--- config.mk ---
export PLATFORM = sky130hd
export DESIGN_NAME = fir_out_sampler
export DESIGN_NICKNAME = d
export VERILOG_FILES = /design/src/rtl/fir_out_pkg.sv /design/src/rtl/fir_out_fifo.sv /design/src/rtl/fir_out_sampler.sv
export SDC_FILE = /design/constraint.sdc
export NUM_CORES = 1
export LEC_CHECK = 0
export CORE_ASPECT_RATIO = 1.2
export CORE_UTILIZATION = 35
export DETAILED_ROUTE_END_ITERATION = 8
export DONT_BUFFER_PORTS = 1
export SYNTH_ARGS = -nofsm -noshare
export SYNTH_HDL_FRONTEND = slang
export SYNTH_SLANG_ARGS = --single-unit
--- constraint.sdc ---
create_clock -name clk -period 3.9 [get_ports clk]
set_input_delay 0.39 -clock clk [delete_from_list [all_inputs] [get_ports clk]]
set_output_delay 0.39 -clock clk [all_outputs]
set_load 0.05 [all_outputs]
--- src/rtl/fir_out_pkg.sv ---
`default_nettype none
// ============================================================================
// Module   : fir_out_pkg
// Brief    : Shared constants, types and the saturate helper for the
//            FIR output sampler.
// Revision : 1.0 - initial release
// ============================================================================
package fir_out_pkg;

    localparam int ACC_W_DEF      = 32;
    localparam int OUT_W_DEF      = 8;
    localparam int SHIFT_DEF      = 11;
    localparam int FIFO_DEPTH_DEF = 4;

    localparam logic [15:0] DROP_MAX = 16'hFFFF;

    // Working width of the saturate helper; any ACC_W+1 up to this fits.
    localparam int SAT_W = 64;

    typedef struct packed {
        logic             ovf;
        logic [SAT_W-1:0] value;
    } sat_res_t;

    // Clamp an unsigned value to the largest out_w-bit number.
    function automatic sat_res_t saturate(input logic [SAT_W-1:0] value,
                                          input int               out_w);
        sat_res_t         r;
        logic [SAT_W-1:0] max_v;
        max_v   = (SAT_W'(1) << out_w) - SAT_W'(1);
        r.ovf   = (value > max_v);
        r.value = r.ovf ? max_v : value;
        return r;
    endfunction

endpackage
`default_nettype wire

--- src/rtl/fir_out_fifo.sv ---
`default_nettype none
// ============================================================================
// Module   : fir_out_fifo
// Brief    : Synchronous first-word-fall-through FIFO with occupancy count.
//            A push while full is ignored unless a pop happens in the same
//            cycle. Storage is cleared on reset so the head reads 0.
// Revision : 1.0 - initial release
// ============================================================================
module fir_out_fifo #(
    parameter int WIDTH = 8,
    parameter int DEPTH = 4
) (
    input  logic                     clk,
    input  logic                     rst,
    input  logic                     i_push,
    input  logic [WIDTH-1:0]         i_din,
    input  logic                     i_pop,
    output logic [WIDTH-1:0]         o_dout,
    output logic                     o_full,
    output logic                     o_empty,
    output logic [$clog2(DEPTH):0]   o_count
);

    localparam int c_PTR_W = $clog2(DEPTH);
    localparam int c_CNT_W = c_PTR_W + 1;

    logic [c_PTR_W-1:0] r_wr_ptr_q, w_wr_ptr_d;
    logic [c_PTR_W-1:0] r_rd_ptr_q, w_rd_ptr_d;
    logic [c_CNT_W-1:0] r_count_q,  w_count_d;
    logic [WIDTH-1:0]   r_mem_q [DEPTH];
    logic               w_do_push;
    logic               w_do_pop;

    assign o_full  = (r_count_q == c_CNT_W'(DEPTH));
    assign o_empty = (r_count_q == '0);
    assign o_count = r_count_q;
    assign o_dout  = r_mem_q[r_rd_ptr_q];

    // Accepted push/pop and the resulting pointer and count updates.
    always_comb begin
        w_do_pop   = i_pop && !o_empty;
        w_do_push  = i_push && (!o_full || w_do_pop);
        w_wr_ptr_d = r_wr_ptr_q;
        w_rd_ptr_d = r_rd_ptr_q;
        w_count_d  = r_count_q;
        if (w_do_push) begin
            w_wr_ptr_d = r_wr_ptr_q + c_PTR_W'(1);
        end
        if (w_do_pop) begin
            w_rd_ptr_d = r_rd_ptr_q + c_PTR_W'(1);
        end
        case ({w_do_push, w_do_pop})
            2'b10:   w_count_d = r_count_q + c_CNT_W'(1);
            2'b01:   w_count_d = r_count_q - c_CNT_W'(1);
            default: w_count_d = r_count_q;
        endcase
    end

    // Pointer, count and storage registers.
    always_ff @(posedge clk) begin
        if (rst) begin
            r_wr_ptr_q <= '0;
            r_rd_ptr_q <= '0;
            r_count_q  <= '0;
            for (int i = 0; i < DEPTH; i++) begin
                r_mem_q[i] <= '0;
            end
        end else begin
            r_wr_ptr_q <= w_wr_ptr_d;
            r_rd_ptr_q <= w_rd_ptr_d;
            r_count_q  <= w_count_d;
            if (w_do_push) begin
                r_mem_q[r_wr_ptr_q] <= i_din;
            end
        end
    end

endmodule
`default_nettype wire

--- src/rtl/fir_out_sampler.sv ---
`default_nettype none
// ============================================================================
// Module   : fir_out_sampler
// Brief    : Per-frame FIR accumulator sampler. Takes the difference of
//            successive accumulator snapshots, shifts it down, saturates it
//            to OUT_W bits and queues it in a FWFT FIFO with valid/ready out.
//            Define FIR_OUT_ROUND_EN for round-half-up instead of truncation.
// Revision : 1.0 - initial release
// ============================================================================
module fir_out_sampler
    import fir_out_pkg::*;
#(
    parameter int ACC_W      = ACC_W_DEF,
    parameter int OUT_W      = OUT_W_DEF,
    parameter int SHIFT      = SHIFT_DEF,
    parameter int FIFO_DEPTH = FIFO_DEPTH_DEF
) (
    input  logic                          clk,
    input  logic                          rst,
    input  logic [ACC_W-1:0]              acc_in,
    input  logic                          acc_valid,
    output logic [OUT_W-1:0]              out_data,
    output logic                          out_valid,
    input  logic                          out_ready,
    output logic [$clog2(FIFO_DEPTH):0]   fifo_count,
    output logic                          sat_flag,
    output logic [15:0]                   drop_count
);

`ifdef FIR_OUT_ROUND_EN
    localparam int              c_RND_SH = (SHIFT > 0) ? SHIFT - 1 : 0;
    localparam logic [ACC_W:0]  c_ROUND  = (SHIFT > 0) ?
                                           ((ACC_W+1)'(1) << c_RND_SH) : '0;
`endif

    logic [ACC_W-1:0] r_prev_acc_q,   w_prev_acc_d;
    logic [ACC_W-1:0] r_delta_q,      w_delta_d;
    logic             r_s1_valid_q,   w_s1_valid_d;
    logic             r_sat_flag_q,   w_sat_flag_d;
    logic [15:0]      r_drop_count_q, w_drop_count_d;

    logic [ACC_W:0]   w_sum;
    logic [ACC_W:0]   w_scaled;
    sat_res_t         w_sat;
    logic [OUT_W-1:0] w_sample;
    logic             w_unused_sat_hi;
    logic             w_pop;
    logic             w_drop;
    logic             w_fifo_full;
    logic             w_fifo_empty;

    // Stage 1: frame delta against the previous snapshot (wraps mod 2^ACC_W).
    always_comb begin
        w_prev_acc_d = r_prev_acc_q;
        w_delta_d    = r_delta_q;
        w_s1_valid_d = acc_valid;
        if (acc_valid) begin
            w_delta_d    = acc_in - r_prev_acc_q;
            w_prev_acc_d = acc_in;
        end
    end

    // Stage 2: scale (optionally rounded, one extra bit keeps the carry) and clamp.
    always_comb begin
`ifdef FIR_OUT_ROUND_EN
        w_sum = {1'b0, r_delta_q} + c_ROUND;
`else
        w_sum = {1'b0, r_delta_q};
`endif
        w_scaled        = w_sum >> SHIFT;
        w_sat           = saturate(SAT_W'(w_scaled), OUT_W);
        w_sample        = w_sat.value[OUT_W-1:0];
        w_unused_sat_hi = |w_sat.value[SAT_W-1:OUT_W];
    end

    // Sticky saturation flag and saturating drop counter.
    always_comb begin
        w_pop          = out_valid && out_ready;
        w_drop         = r_s1_valid_q && w_fifo_full && !w_pop;
        w_sat_flag_d   = r_sat_flag_q | (r_s1_valid_q & w_sat.ovf);
        w_drop_count_d = r_drop_count_q;
        if (w_drop && (r_drop_count_q != DROP_MAX)) begin
            w_drop_count_d = r_drop_count_q + 16'd1;
        end
    end

    // Pipeline and status registers.
    always_ff @(posedge clk) begin
        if (rst) begin
            r_prev_acc_q   <= '0;
            r_delta_q      <= '0;
            r_s1_valid_q   <= 1'b0;
            r_sat_flag_q   <= 1'b0;
            r_drop_count_q <= '0;
        end else begin
            r_prev_acc_q   <= w_prev_acc_d;
            r_delta_q      <= w_delta_d;
            r_s1_valid_q   <= w_s1_valid_d;
            r_sat_flag_q   <= w_sat_flag_d;
            r_drop_count_q <= w_drop_count_d;
        end
    end

    fir_out_fifo #(
        .WIDTH (OUT_W),
        .DEPTH (FIFO_DEPTH)
    ) u_fifo (
        .clk     (clk),
        .rst     (rst),
        .i_push  (r_s1_valid_q),
        .i_din   (w_sample),
        .i_pop   (w_pop),
        .o_dout  (out_data),
        .o_full  (w_fifo_full),
        .o_empty (w_fifo_empty),
        .o_count (fifo_count)
    );

    assign out_valid  = !w_fifo_empty;
    assign sat_flag   = r_sat_flag_q;
    assign drop_count = r_drop_count_q;

endmodule
`default_nettype wire

==> metrics.txt, run 1 <==
# TYPE chip_impl_metric gauge
chip_impl_info{name="yosys.area.top_type",value="sky130_fd_sc_hd__dfxtp_1"} 1
chip_impl_metric{name="syn_area",unit="µm²"} 6000
chip_impl_metric{name="worst_slew_pin_slew",unit="ns"} 1.026
chip_impl_metric{name="io_pins",unit=""} 65
chip_impl_metric{name="drt_first_pass_iters",unit=""} 5
chip_impl_metric{name="post_place_setup_slack",unit="ns"} 1.030
chip_impl_info{name="hold_path.class",value="in2reg"} 1
chip_impl_metric{name="layout-drive-gt1-share",unit=""} 0.05231
chip_impl_metric{name="clock_buffer_depth",unit=""} 2
chip_impl_info{name="cp-end-kind",value="flop"} 1
chip_impl_metric{name="synth.ff_latch_count",unit=""} 112
chip_impl_metric{name="synth_enable_flop_cells",unit=""} 32
chip_impl_metric{name="hpwlAfterDp",unit="µm"} 10030
chip_impl_metric{name="detail-route-antenna-nets",unit=""} 0
chip_impl_metric{name="die_area",unit="µm²"} 17670
chip_impl_metric{name="slew_headroom",unit=""} 0.3137
chip_impl_metric{name="detail_route.wl_per_cell",unit="µm"} 15.26
chip_impl_metric{name="postLayoutCoreUtil",unit=""} 0.3847
chip_impl_metric{name="postCtsResizedCells",unit=""} 0
chip_impl_metric{name="cap_viol_max_count",unit=""} 0
chip_impl_info{name="critical_path.most_common_cell",value="sky130_fd_sc_hd__or3_1"} 1
chip_impl_metric{name="drt_iter0_drc",unit=""} 214
chip_impl_metric{name="accumulated_negative_setup_slack",unit="ns"} 0
chip_impl_info{name="cts_tree",value="built"} 1
chip_impl_metric{name="final_max_slew_viol_count",unit=""} 0
chip_impl_metric{name="path_buf_inv",unit=""} 1
chip_impl_metric{name="max_clock_freq",unit="GHz"} 0.3494
chip_impl_metric{name="cts_max_level",unit=""} 3
chip_impl_metric{name="power_leakage",unit="nW"} 2.536
chip_impl_metric{name="first_global_vias",unit=""} 4454
chip_impl_metric{name="synth.top_cell.area_share",unit=""} 0.2669
chip_impl_metric{name="die_y",unit="µm"} 145.4
chip_impl_metric{name="post_synth_inst_count",unit=""} 661
chip_impl_metric{name="routed_wl",unit="µm"} 13220
chip_impl_metric{name="final_nets",unit=""} 714
chip_impl_metric{name="grt_antenna_before_repair",unit=""} 0
chip_impl_metric{name="grt_usage",unit=""} 0.1587
chip_impl_info{name="start_kind",value="flop"} 1
chip_impl_metric{name="initial_utilization",unit=""} 0.3574
chip_impl_metric{name="count_of_clock_tree_sinks",unit=""} 112
chip_impl_metric{name="cp_max_fo",unit=""} 5
chip_impl_metric{name="worst_clock_skew",unit="ns"} 0.01103
chip_impl_info{name="path_cells",value="or3_1 > and2_1 > ha_1 > inv_1 > fa_1 > xor2_1 > or3_1 > a21oi_1"} 1
chip_impl_metric{name="grt_pass1_wl",unit="µm"} 22050
chip_impl_metric{name="crit_required",unit="ns"} 4.21
chip_impl_metric{name="clkTransAtPathRegs",unit="ns"} 0.08
chip_impl_metric{name="post_cts_hold_buffer_count",unit=""} 0
chip_impl_metric{name="power.ir.vdd_worst",unit="mV"} 0.4222
chip_impl_info{name="mostFrequentLayoutCells",value="124 x sky130_fd_sc_hd__nor2_1, 80 x sky130_fd_sc_hd__dfxtp_1, 49 x sky130_fd_sc_hd__nand2_1"} 1
chip_impl_info{name="outcome",value="complete, no violations"} 1
chip_impl_metric{name="ys_warn_count",unit=""} 0
chip_impl_metric{name="postLayoutCellArea",unit="µm²"} 6457
chip_impl_metric{name="buffer_ports.inserted",unit=""} 0
chip_impl_metric{name="seq_area_frac_synth",unit=""} 0.4271
chip_impl_metric{name="syn_area_per_cell",unit="µm²"} 9.076
chip_impl_metric{name="dr_total_vias",unit=""} 4542
chip_impl_metric{name="drc",unit=""} 0
chip_impl_info{name="worst_path_dominant_cell_family",value="simple AND/OR/NAND/NOR gates"} 1
chip_impl_metric{name="largest_net_degree_at_the_start_of_global_routing",unit=""} 70
chip_impl_metric{name="core_region_area",unit="µm²"} 16790
chip_impl_metric{name="place_area",unit="µm²"} 6155
chip_impl_info{name="ranking_of_synthesized_cells_by_area",value="sky130_fd_sc_hd__dfxtp_1 27%, sky130_fd_sc_hd__edfxtp_1 16%, sky130_fd_sc_hd__nor2_1 7.8%, sky130_fd_sc_hd__ha_1 6.7%, sky130_fd_sc_hd__mux2i_1 6.3%"} 1
chip_impl_metric{name="worst-endpoint-arrival",unit="ns"} 3.17
chip_impl_metric{name="synth_cell_types",unit=""} 60
chip_impl_metric{name="final-hold-violation-count",unit=""} 0
chip_impl_info{name="crit_path_top_delay_cell",value="sky130_fd_sc_hd__dfxtp_1"} 1
chip_impl_metric{name="finalWorstSetupSlack",unit="ns"} 1.038
chip_impl_metric{name="post-route-period-util",unit=""} 0.7339
chip_impl_metric{name="synth.net_count",unit=""} 730
chip_impl_metric{name="flow.area_growth_from_synthesis",unit="%"} 7.633
chip_impl_metric{name="clock_latency",unit="ns"} 0.37
chip_impl_metric{name="fp.dieW",unit="µm"} 121.5
chip_impl_metric{name="postSynth.asyncResetShare",unit=""} 0
chip_impl_metric{name="finalWorstPathRequiredPeriod",unit="ns"} 2.862
chip_impl_metric{name="n_antenna_cell",unit=""} 0
chip_impl_metric{name="core.rowCount",unit=""} 52
chip_impl_metric{name="overflow",unit=""} 0
chip_impl_info{name="final_common_cell",value="sky130_fd_sc_hd__nor2_1"} 1
chip_impl_info{name="synth_flop_cell",value="sky130_fd_sc_hd__dfxtp_1"} 1
chip_impl_metric{name="post_cts_buffers",unit=""} 0
chip_impl_metric{name="globalplace.congestion",unit=""} 0.8734
chip_impl_info{name="ctsRootBufferMaster",value="sky130_fd_sc_hd__clkbuf_16"} 1
chip_impl_metric{name="cts_buffers",unit=""} 9
chip_impl_info{name="timing.setup.critical_path_class",value="reg2reg"} 1
chip_impl_metric{name="power.density_cell_area",unit="nW/µm²"} 472.0
chip_impl_metric{name="routed_via_density",unit=""} 5.245
chip_impl_info{name="unrepaired_setup_endpoints_after_global_routing",value="false"} 1
chip_impl_metric{name="timing.critical_path.slowest_cell_delay",unit="ns"} 0.73
chip_impl_metric{name="finalSetupViolations",unit=""} 0
## final cells by class
class                      count  area, µm²
sequential                   112       2562
multi-input combinational    481       3168
clock buffer                   9      225.2
inverter                      41      153.9
fill                        1712      10330
clock inverter                 7      77.57
tap                          216      270.3
## layer usage
| layer | share of wire | track usage | up-vias | routed length, µm |
|---|---|---|---|---|
| met5 | 0 | 0 | - | 0 |
| met4 | 0.026 | 0.07716 | 0 | 347 |
| met3 | 0.051 | 0.04114 | 22 | 668 |
| met2 | 0.50 | 0.2702 | 97 | 6617 |
| met1 | 0.42 | 0.1824 | 2129 | 5583 |
| li1 | - | - | 2294 | - |
## worst register-to-register path, cell delays in order, from the launching register on
cell and delay, ns:
sky130_fd_sc_hd__dfxtp_1 0.73, sky130_fd_sc_hd__or3_1 0.52, sky130_fd_sc_hd__and2_1 0.28, sky130_fd_sc_hd__ha_1 0.21, sky130_fd_sc_hd__inv_1 0.06, sky130_fd_sc_hd__fa_1 0.37
sky130_fd_sc_hd__xor2_1 0.16, sky130_fd_sc_hd__or3_1 0.32, sky130_fd_sc_hd__a21oi_1 0.14
## final timing paths
path | startpoint | endpoint | slack (ns) | depth (start not counted)
max | u_fifo.o_count[0]$_SDFFE_PP0P_ | u_fifo.o_count[2]$_SDFFE_PP0P_ | 1.04 | 8
min | rst | r_prev_acc_q[31]$_SDFFE_PP0P_ | 0.09 | 1
max reg2reg | u_fifo.o_count[0]$_SDFFE_PP0P_ | u_fifo.o_count[2]$_SDFFE_PP0P_ | 1.04 | 8
min reg2reg | r_delta_q[21]$_SDFFE_PP0P_ | r_delta_q[21]$_SDFFE_PP0P_ | 0.46 | 2
## cell usage after synthesis (3+ instances only)
cell type / count
sky130_fd_sc_hd__a21oi_1: 40
sky130_fd_sc_hd__o2111ai_1: 3
sky130_fd_sc_hd__or3_1: 8
sky130_fd_sc_hd__and4_1: 3
sky130_fd_sc_hd__mux2i_1: 38
sky130_fd_sc_hd__nor4_1: 4
sky130_fd_sc_hd__xor2_1: 26
sky130_fd_sc_hd__buf_2: 4
sky130_fd_sc_hd__nand2b_1: 5
sky130_fd_sc_hd__mux4_2: 8
sky130_fd_sc_hd__dfxtp_1: 80
sky130_fd_sc_hd__a21o_1: 5
sky130_fd_sc_hd__nor3_1: 11
sky130_fd_sc_hd__o21ai_0: 27
sky130_fd_sc_hd__nand2_1: 49
sky130_fd_sc_hd__o21bai_1: 5
sky130_fd_sc_hd__nand4_1: 18
sky130_fd_sc_hd__clkbuf_1: 17
sky130_fd_sc_hd__buf_1: 4
sky130_fd_sc_hd__o211ai_1: 3
sky130_fd_sc_hd__nand3_1: 11
sky130_fd_sc_hd__a211oi_1: 5
sky130_fd_sc_hd__xnor2_1: 9
sky130_fd_sc_hd__inv_1: 40
sky130_fd_sc_hd__ha_1: 32
sky130_fd_sc_hd__nor2_1: 124
sky130_fd_sc_hd__and3_1: 4
sky130_fd_sc_hd__a31oi_1: 3
sky130_fd_sc_hd__o21a_1: 6
sky130_fd_sc_hd__edfxtp_1: 32
## state kept, by name, indices dropped and copies added (netlist names), named ones only
register / flops
drop_count: 16
r_delta_q: 21
r_prev_acc_q: 32
r_s1_valid_q: 1
sat_flag: 1
u_fifo.o_count: 3
u_fifo.r_mem_q: 32
u_fifo.r_rd_ptr_q: 2
u_fifo.r_wr_ptr_q: 2
## kinds of logic after synthesis
group | count (synthesis) | share of synthesized area
compound gates | 119 | 0.1274
xor+xnor | 35 | 0.05110
fa+ha+maj | 33 | 0.07007
buf+inv | 68 | 0.04484
flops | 112 | 0.4271
mux | 46 | 0.09343
simple gates | 248 | 0.1860
## stage by stage
stage	total power [mW]	std cells	hold WS, ns
after floorplan	2.042	661	0.4254
after global placement	2.134	850	0.4392
after detailed placement	2.156	850	0.4475
after CTS	3.083	866	0.08704
after global routing	3.209	866	0.08260
final	3.048	866	0.09293
## power breakdown
part	switching, mW	internal [mW]	total [mW]
Sequential	0.124	1.29	1.42
Combinational	0.455	0.254	0.709
Clock	0.468	0.454	0.922
Total	1.05	2.00	3.05
Note: power is estimated with default switching activity, not from simulation.
==> run 2: changes to the inputs <==
Clock period 3.9 ns to 2.9 ns, I/O delays scaled along.
==> run 2 against run 1 <==
  * Critical path depth fell by 3
  * Power up 38%
  * Sequential power is 30% higher
  * Via count grew 5.1%
  * Hold slack lost 0.079 ns
  * Flip-flop and latch count did not move
  * Clock power increased by 37%
  * Critical path type unchanged
  * Cell count rose by 2.9%
  * Non-clock buffer count up 25
  * Largest cell class unchanged
  * Critical endpoint is now u_fifo.r_mem_q[0][1]$_SDFFCE_PN0P_
  * Clock-buffer cell count up 1
  * Core utilization is 1.3 points higher
==> metrics.txt, run 2 (synthesis results as in run 1) <==
# TYPE chip_impl_metric gauge
chip_impl_info{name="outcome",value="complete, no violations"} 1
chip_impl_metric{name="final.fill_count",unit=""} 1667
chip_impl_metric{name="dr_total_vias",unit=""} 4772
chip_impl_metric{name="slew_headroom",unit=""} 0.3002
chip_impl_metric{name="hpwlAfterDp",unit="µm"} 10300
chip_impl_metric{name="worst_clock_skew",unit="ns"} 0.01218
chip_impl_info{name="cts_tree",value="built"} 1
chip_impl_metric{name="detail-route-antenna-nets",unit=""} 0
chip_impl_info{name="worst_path_dominant_cell_family",value="simple AND/OR/NAND/NOR gates"} 1
chip_impl_info{name="r2r_end",value="u_fifo.r_mem_q[0][1]$_SDFFCE_PN0P_"} 1
chip_impl_metric{name="final-hold-violation-count",unit=""} 0
chip_impl_metric{name="cp_max_fo",unit=""} 11
chip_impl_info{name="ctsRootBufferMaster",value="sky130_fd_sc_hd__clkbuf_16"} 1
chip_impl_metric{name="drc",unit=""} 0
chip_impl_metric{name="power_leakage",unit="nW"} 2.666
chip_impl_metric{name="layout-drive-gt1-share",unit=""} 0.07259
chip_impl_metric{name="seq_area",unit="µm²"} 2562
chip_impl_info{name="unrepaired_setup_endpoints_after_global_routing",value="false"} 1
chip_impl_metric{name="max_clock_freq",unit="GHz"} 0.4063
chip_impl_metric{name="buffer_ports.inserted",unit=""} 0
chip_impl_metric{name="globalplace.congestion",unit=""} 0.9028
chip_impl_info{name="hold_path.class",value="in2reg"} 1
chip_impl_metric{name="grt_antenna_before_repair",unit=""} 0
chip_impl_metric{name="overflow",unit=""} 0
chip_impl_metric{name="cts_max_level",unit=""} 3
chip_impl_metric{name="detail_route.wl_per_cell",unit="µm"} 16.39
chip_impl_metric{name="path_buf_inv",unit=""} 0
chip_impl_metric{name="timing.critical_path.slowest_cell_delay",unit="ns"} 0.51
chip_impl_metric{name="cap_viol_max_count",unit=""} 0
chip_impl_metric{name="initial_utilization",unit=""} 0.3574
chip_impl_metric{name="drt_iter0_drc",unit=""} 370
chip_impl_metric{name="hold_path_depth",unit=""} 1
chip_impl_metric{name="routed_via_density",unit=""} 5.356
chip_impl_metric{name="power_report.internal_total",unit="mW"} 2.762
chip_impl_metric{name="worst-r2r-cell-count",unit=""} 5
chip_impl_metric{name="core.rowCount",unit=""} 52
chip_impl_metric{name="placed_cells",unit=""} 865
chip_impl_info{name="r2r-start",value="u_fifo.o_count[0]$_SDFFE_PP0P_"} 1
chip_impl_metric{name="n_antenna_cell",unit=""} 0
chip_impl_metric{name="final_nets",unit=""} 739
chip_impl_metric{name="flow.area_growth_from_synthesis",unit="%"} 11.20
chip_impl_metric{name="cts_buffers",unit=""} 9
chip_impl_metric{name="finalWorstSetupSlack",unit="ns"} 0.4385
chip_impl_metric{name="power.density_cell_area",unit="nW/µm²"} 630.8
chip_impl_metric{name="comb_power_share",unit=""} 0.261
chip_impl_metric{name="report.power.total",unit="mW"} 4.208
chip_impl_metric{name="post_cts_buffers",unit=""} 0
chip_impl_info{name="critical_path.most_common_cell",value="sky130_fd_sc_hd__nand2b_1"} 1
chip_impl_info{name="reg.largest.list",value="r_prev_acc_q: 32 flops, u_fifo.r_mem_q: 32 flops, r_delta_q: 21 flops"} 1
chip_impl_metric{name="netSwitchingFraction",unit=""} 0.3438
chip_impl_info{name="timing.setup.critical_path_class",value="reg2reg"} 1
chip_impl_metric{name="clock_buffer_depth",unit=""} 2
chip_impl_metric{name="area_of_the_multi_input_gates",unit="µm²"} 3168
chip_impl_info{name="final_common_cell",value="sky130_fd_sc_hd__nor2_1"} 1
chip_impl_info{name="crit_path_top_delay_cell",value="sky130_fd_sc_hd__or3_1"} 1
chip_impl_info{name="cp-end-kind",value="flop"} 1
chip_impl_metric{name="io_pins",unit=""} 65
chip_impl_metric{name="finalSetupViolations",unit=""} 0
chip_impl_metric{name="clockPowerShare",unit=""} 0.300
chip_impl_metric{name="count_of_clock_tree_sinks",unit=""} 112
chip_impl_metric{name="routed_wl",unit="µm"} 14610
chip_impl_metric{name="worst-endpoint-arrival",unit="ns"} 2.49
chip_impl_metric{name="clkTransAtPathRegs",unit="ns"} 0.08
chip_impl_metric{name="seq_power_share",unit=""} 0.439
chip_impl_metric{name="final_max_slew_viol_count",unit=""} 0
chip_impl_metric{name="grt_pass1_wl",unit="µm"} 23460
chip_impl_metric{name="clock_latency",unit="ns"} 0.36
chip_impl_info{name="hold_path_startpoint",value="rst"} 1
chip_impl_info{name="start_kind",value="flop"} 1
chip_impl_metric{name="largest_net_degree_at_the_start_of_global_routing",unit=""} 41
chip_impl_metric{name="finalWorstPathRequiredPeriod",unit="ns"} 2.461
chip_impl_metric{name="netSwitchingPower",unit="mW"} 1.447
chip_impl_metric{name="power.ir.vdd_worst",unit="mV"} 0.4567
chip_impl_metric{name="drt_first_pass_iters",unit=""} 5
chip_impl_metric{name="post_layout_nonfiller_instances",unit=""} 891
chip_impl_metric{name="fp.dieW",unit="µm"} 121.5
chip_impl_info{name="path_cells",value="nor4b_2 > nor2b_1 > nand2b_1 > or3_1 > nand2b_1"} 1
chip_impl_metric{name="grt_usage",unit=""} 0.1707
chip_impl_metric{name="worst_slew_pin_slew",unit="ns"} 1.046
chip_impl_metric{name="setup.reg_to_reg.worst_slack",unit="ns"} 0.44
chip_impl_metric{name="post-route-period-util",unit=""} 0.8488
chip_impl_metric{name="accumulated_negative_setup_slack",unit="ns"} 0
chip_impl_metric{name="first_global_vias",unit=""} 4718
chip_impl_metric{name="post_place_setup_slack",unit="ns"} 0.4970
chip_impl_info{name="mostFrequentLayoutCells",value="124 x sky130_fd_sc_hd__nor2_1, 80 x sky130_fd_sc_hd__dfxtp_1, 49 x sky130_fd_sc_hd__nand2_1"} 1
chip_impl_metric{name="core_region_area",unit="µm²"} 16790
chip_impl_metric{name="die_y",unit="µm"} 145.4
chip_impl_metric{name="crit_required",unit="ns"} 2.93
chip_impl_metric{name="die_area",unit="µm²"} 17670
run 2: changes by cell type in the layout (fill, tap and decap cells not counted):
cell                            delta
sky130_fd_sc_hd__clkinvlp_4        -1
sky130_fd_sc_hd__clkbuf_8          +1
sky130_fd_sc_hd__inv_6             +2
sky130_fd_sc_hd__buf_4            +15
sky130_fd_sc_hd__dlygate4sd3_1    +10
sky130_fd_sc_hd__clkinv_8          -1
sky130_fd_sc_hd__clkinv_4          -2
sky130_fd_sc_hd__inv_8             +1
run 2: layout make-up:
cell class | instances | share of cell area
inverter | 41 | 0.02307
sequential | 112 | 0.3841
clock inverter | 6 | 0.009752
tap | 216 | 0.04051
timing repair buffer | 25 | 0.03188
clock buffer | 10 | 0.03582
multi-input combinational | 481 | 0.4749
run 2: timing repair:
item	4_1_cts	5_1_grt
hold endpoints to repair	3	3
resized for setup	0	0
endpoints found under the setup margin	0	0
hold buffers	6	4
run 2: worst max path at each step:
| stage | from | end | slack [ns] | depth (start not counted) |
|---|---|---|---|---|
| after floorplan | u_fifo.o_count[0]$_SDFFE_PP0P_ | u_fifo.o_count[2]$_SDFFE_PP0P_ | 0.25 | 8 |
| after detailed placement | u_fifo.o_count[0]$_SDFFE_PP0P_ | u_fifo.r_mem_q[0][1]$_SDFFCE_PN0P_ | 0.50 | 5 |
| after global routing | r_prev_acc_q[2]$_SDFFE_PP0P_ | r_delta_q[28]$_SDFFE_PP0P_ | 0.26 | 9 |
| after CTS | r_prev_acc_q[2]$_SDFFE_PP0P_ | r_delta_q[28]$_SDFFE_PP0P_ | 0.47 | 9 |
| final | u_fifo.o_count[0]$_SDFFE_PP0P_ | u_fifo.r_mem_q[0][1]$_SDFFCE_PN0P_ | 0.44 | 5 |
| after global placement | r_prev_acc_q[7]$_SDFFE_PP0P_ | r_delta_q[30]$_SDFFE_PP0P_ | 0.54 | 9 |
run 2: per-stage QoR:
step	hold slack (ns)	util	instance area, µm²
detailed placement	0.3814	0.3734	6267
CTS	0.0002685	0.3951	6631
finish	0.01361	0.3974	6671
global placement	0.3791	0.3734	6267
floorplan	0.4254	-	6000
global route	0.001836	0.3974	6671
run 2: metal layers:
metal / up-vias / wire [µm] / GRT usage
met5: - / 0 / 0
met2: 169 / 6887 / 0.2801
met3: 29 / 1285 / 0.05486
met4: 0 / 425 / 0.07716
li1: 2349 / - / -
met1: 2225 / 6009 / 0.2012
run 2: power groups by stage:
| stage | clock network, mW | logic (mW) | registers [mW] |
|---|---|---|---|
| CTS | 1.30 | 1.09 | 1.85 |
| global placement | 0 | 1.05 | 1.88 |
| detailed placement | 0 | 1.06 | 1.89 |
| global route | 1.37 | 1.19 | 1.87 |
| floorplan | 0 | 0.858 | 1.89 |
| finish | 1.26 | 1.10 | 1.85 |
==> run 3: changes to the inputs <==
Clock period 2.9 ns to 2.1 ns, I/O delays scaled along.
==> run 3 against run 2 <==
  * Register-to-register slack worse by 0.51 ns
  * Power up 47%
  * Largest cell class unchanged
  * Sequential share of layout area down 5.4 points
  * The run now ends with negative setup slack left
  * Largest power group unchanged
  * Hold slack worse by 0.012 ns
  * Die area unchanged
==> metrics.txt, run 3 (synthesis results as in run 1) <==
# TYPE chip_impl_metric gauge
chip_impl_metric{name="worst_clock_skew",unit="ns"} 0.009196
chip_impl_metric{name="drt_iter0_drc",unit=""} 330
chip_impl_info{name="grt_most_used_layer",value="met2"} 1
chip_impl_metric{name="cp_max_fo",unit=""} 5
chip_impl_metric{name="count_of_clock_tree_sinks",unit=""} 112
chip_impl_info{name="hold_path_startpoint",value="acc_in[17]"} 1
chip_impl_metric{name="core_region_area",unit="µm²"} 16790
chip_impl_metric{name="routed_wl",unit="µm"} 15320
chip_impl_metric{name="dr_total_vias",unit=""} 5033
chip_impl_metric{name="power_leakage",unit="nW"} 3.113
chip_impl_info{name="worst_path_dominant_cell_family",value="simple AND/OR/NAND/NOR gates"} 1
chip_impl_metric{name="n_antenna_cell",unit=""} 0
chip_impl_metric{name="cts_max_level",unit=""} 3
chip_impl_info{name="unrepaired_setup_endpoints_after_global_routing",value="true"} 1
chip_impl_metric{name="grt_antenna_before_repair",unit=""} 0
chip_impl_info{name="crit_start",value="r_prev_acc_q[9]$_SDFFE_PP0P_"} 1
chip_impl_metric{name="power.ir.vdd_worst",unit="mV"} 0.5525
chip_impl_metric{name="die_area",unit="µm²"} 17670
chip_impl_metric{name="first_global_vias",unit=""} 5096
chip_impl_info{name="final_common_cell",value="sky130_fd_sc_hd__nor2_1"} 1
chip_impl_metric{name="fp.dieW",unit="µm"} 121.5
chip_impl_metric{name="clock_latency",unit="ns"} 0.36
chip_impl_metric{name="grt_util_met1",unit=""} 0.2026
chip_impl_info{name="crit_path_top_delay_cell",value="sky130_fd_sc_hd__or3_4"} 1
chip_impl_metric{name="slew_headroom",unit=""} 0.6393
chip_impl_metric{name="finalSetupViolations",unit=""} 6
chip_impl_metric{name="clock_buffer_depth",unit=""} 2
chip_impl_metric{name="final_nets",unit=""} 816
chip_impl_info{name="path_cells",value="inv_1 > ha_4 > nand4_1 > or3_4 > o22ai_4 > o21ai_2 > or3_1 > nand3_1"} 1
chip_impl_info{name="holdPathEnd",value="r_prev_acc_q[17]$_SDFFE_PP0P_"} 1
chip_impl_metric{name="post_layout_nonfiller_instances",unit=""} 968
chip_impl_info{name="reg.largest.list",value="r_prev_acc_q: 32 flops, u_fifo.r_mem_q: 32 flops, r_delta_q: 21 flops"} 1
chip_impl_metric{name="grt_pass1_wl",unit="µm"} 24500
chip_impl_metric{name="place_area",unit="µm²"} 6753
chip_impl_metric{name="layout-drive-gt1-share",unit=""} 0.2912
chip_impl_metric{name="postLayoutCoreUtil",unit=""} 0.4682
chip_impl_info{name="cts_tree",value="built"} 1
chip_impl_metric{name="initial_utilization",unit=""} 0.3574
chip_impl_info{name="ctsRootBufferMaster",value="sky130_fd_sc_hd__clkbuf_16"} 1
chip_impl_metric{name="io_pins",unit=""} 65
chip_impl_info{name="mostFrequentLayoutCells",value="121 x sky130_fd_sc_hd__nor2_1, 82 x sky130_fd_sc_hd__buf_4, 59 x sky130_fd_sc_hd__dfxtp_1"} 1
chip_impl_metric{name="drc",unit=""} 0
chip_impl_metric{name="detail-route-antenna-nets",unit=""} 0
chip_impl_metric{name="overflow",unit=""} 0
chip_impl_metric{name="cts_buffers",unit=""} 9
chip_impl_metric{name="core.rowCount",unit=""} 52
chip_impl_metric{name="postLayoutCellArea",unit="µm²"} 7860
chip_impl_metric{name="power.density_cell_area",unit="nW/µm²"} 787.6
chip_impl_metric{name="use_met3",unit=""} 0.02861
chip_impl_info{name="r2r-start",value="r_prev_acc_q[9]$_SDFFE_PP0P_"} 1
chip_impl_metric{name="die_y",unit="µm"} 145.4
chip_impl_metric{name="setup.reg_to_reg.worst_slack",unit="ns"} -0.07
chip_impl_metric{name="buffer_ports.inserted",unit=""} 0
chip_impl_metric{name="routed_via_density",unit=""} 5.199
chip_impl_info{name="outcome",value="complete, but fails checks"} 1
chip_impl_metric{name="crit_required",unit="ns"} 2.40
chip_impl_metric{name="drt_first_pass_iters",unit=""} 4
chip_impl_info{name="r2r_end",value="r_delta_q[29]$_SDFFE_PP0P_"} 1
chip_impl_info{name="failed_checks",value="negative setup slack"} 1
chip_impl_metric{name="finalWorstPathRequiredPeriod",unit="ns"} 2.173
chip_impl_info{name="timing.setup.critical_path_class",value="reg2reg"} 1
chip_impl_metric{name="detail_route.wl_per_cell",unit="µm"} 15.83
chip_impl_metric{name="timing.critical_path.slowest_cell_delay",unit="ns"} 0.46
chip_impl_metric{name="grt_usage",unit=""} 0.1752
chip_impl_metric{name="worst_slew_pin_slew",unit="ns"} 0.5404
chip_impl_metric{name="final-hold-violation-count",unit=""} 0
chip_impl_metric{name="path_buf_inv",unit=""} 1
chip_impl_metric{name="worst-r2r-cell-count",unit=""} 8
chip_impl_metric{name="final_max_slew_viol_count",unit=""} 0
chip_impl_metric{name="report.power.total",unit="mW"} 6.190
chip_impl_metric{name="cap_viol_max_count",unit=""} 0
chip_impl_metric{name="placed_cells",unit=""} 924
chip_impl_metric{name="max_clock_freq",unit="GHz"} 0.4602
chip_impl_metric{name="accumulated_negative_setup_slack",unit="ns"} -0.1087
chip_impl_metric{name="largest_net_degree_at_the_start_of_global_routing",unit=""} 51
chip_impl_metric{name="hpwlAfterDp",unit="µm"} 10460
chip_impl_info{name="hold_path.class",value="in2reg"} 1
chip_impl_metric{name="finalWorstSetupSlack",unit="ns"} -0.07278
chip_impl_metric{name="flow.area_growth_from_synthesis",unit="%"} 31.01
chip_impl_metric{name="clkTransAtPathRegs",unit="ns"} 0.07
chip_impl_metric{name="globalplace.congestion",unit=""} 0.8712
chip_impl_metric{name="hold_path_depth",unit=""} 2
chip_impl_info{name="cp-end-kind",value="flop"} 1
chip_impl_metric{name="post-route-period-util",unit=""} 1.035
chip_impl_info{name="start_kind",value="flop"} 1
chip_impl_metric{name="grt_use_met2",unit=""} 0.3105
chip_impl_metric{name="worst-endpoint-arrival",unit="ns"} 2.47
==> run 3: cell types whose count changed in the layout (fill, tap and decap cells not counted), moves of 15 or more <==
| cell | delta |
|---|---|
| sky130_fd_sc_hd__a21oi_1 | -15 |
| sky130_fd_sc_hd__buf_4 | +67 |
| sky130_fd_sc_hd__dfxtp_1 | -21 |
| sky130_fd_sc_hd__dfxtp_2 | +18 |
| sky130_fd_sc_hd__ha_1 | -22 |
| sky130_fd_sc_hd__ha_4 | +21 |
==> run 3: worst max-delay path by stage <==
stage	endpoint	slack [ns]	cells after the start
finish	r_delta_q[29]$_SDFFE_PP0P_	-0.07	8
global route	r_delta_q[25]$_SDFFE_PP0P_	-0.16	9
CTS	r_delta_q[13]$_SDFFE_PP0P_	-0.03	10
detailed placement	r_delta_q[29]$_SDFFE_PP0P_	-0.27	9
global placement	r_delta_q[28]$_SDFFE_PP0P_	-0.22	9
floorplan	u_fifo.o_count[2]$_SDFFE_PP0P_	-0.004	8
==> run 3: through the flow <==
step / setup WS, ns / hold WS [ns]
floorplan: -0.003954 / 0.3568
global placement: -0.2202 / 0.2801
detailed placement: -0.2651 / 0.2868
CTS: -0.03335 / 0.00001307
global route: -0.1641 / 0.004840
finish: -0.07278 / 0.001704
==> run 3: report_power, final <==
part | switching, mW | leakage [nW] | internal, mW
registers | 0.163 | 0.996 | 2.42
clock network | 0.811 | 0.133 | 0.845
logic | 1.10 | 1.98 | 0.849
total | 2.08 | 3.11 | 4.11
==> run 3: area by class of cell <==
cell class / instances / area (µm²)
multi-input combinational: 481 / 3732
clock inverter: 4 / 30.03
timing repair buffer: 102 / 830.8
sequential: 112 / 2596
inverter: 41 / 153.9
tap: 216 / 270.3
clock buffer: 12 / 246.5
fill: 1597 / 8926
==> run 3: repair_timing <==
action	CTS	global route
gates resized for setup	57	65
hold buffers	16	0
pin swaps	15	35
buffers inserted	5	8
endpoints found under the hold margin	62	0
endpoints found under the setup margin	16	23
==> run 3: routing by layer <==
metal / part of all wire / vias to the layer above
met5: 0 / -
met3: 0.040 / 22
met4: 0.024 / 0
li1: - / 2491
met2: 0.52 / 91
met1: 0.42 / 2429
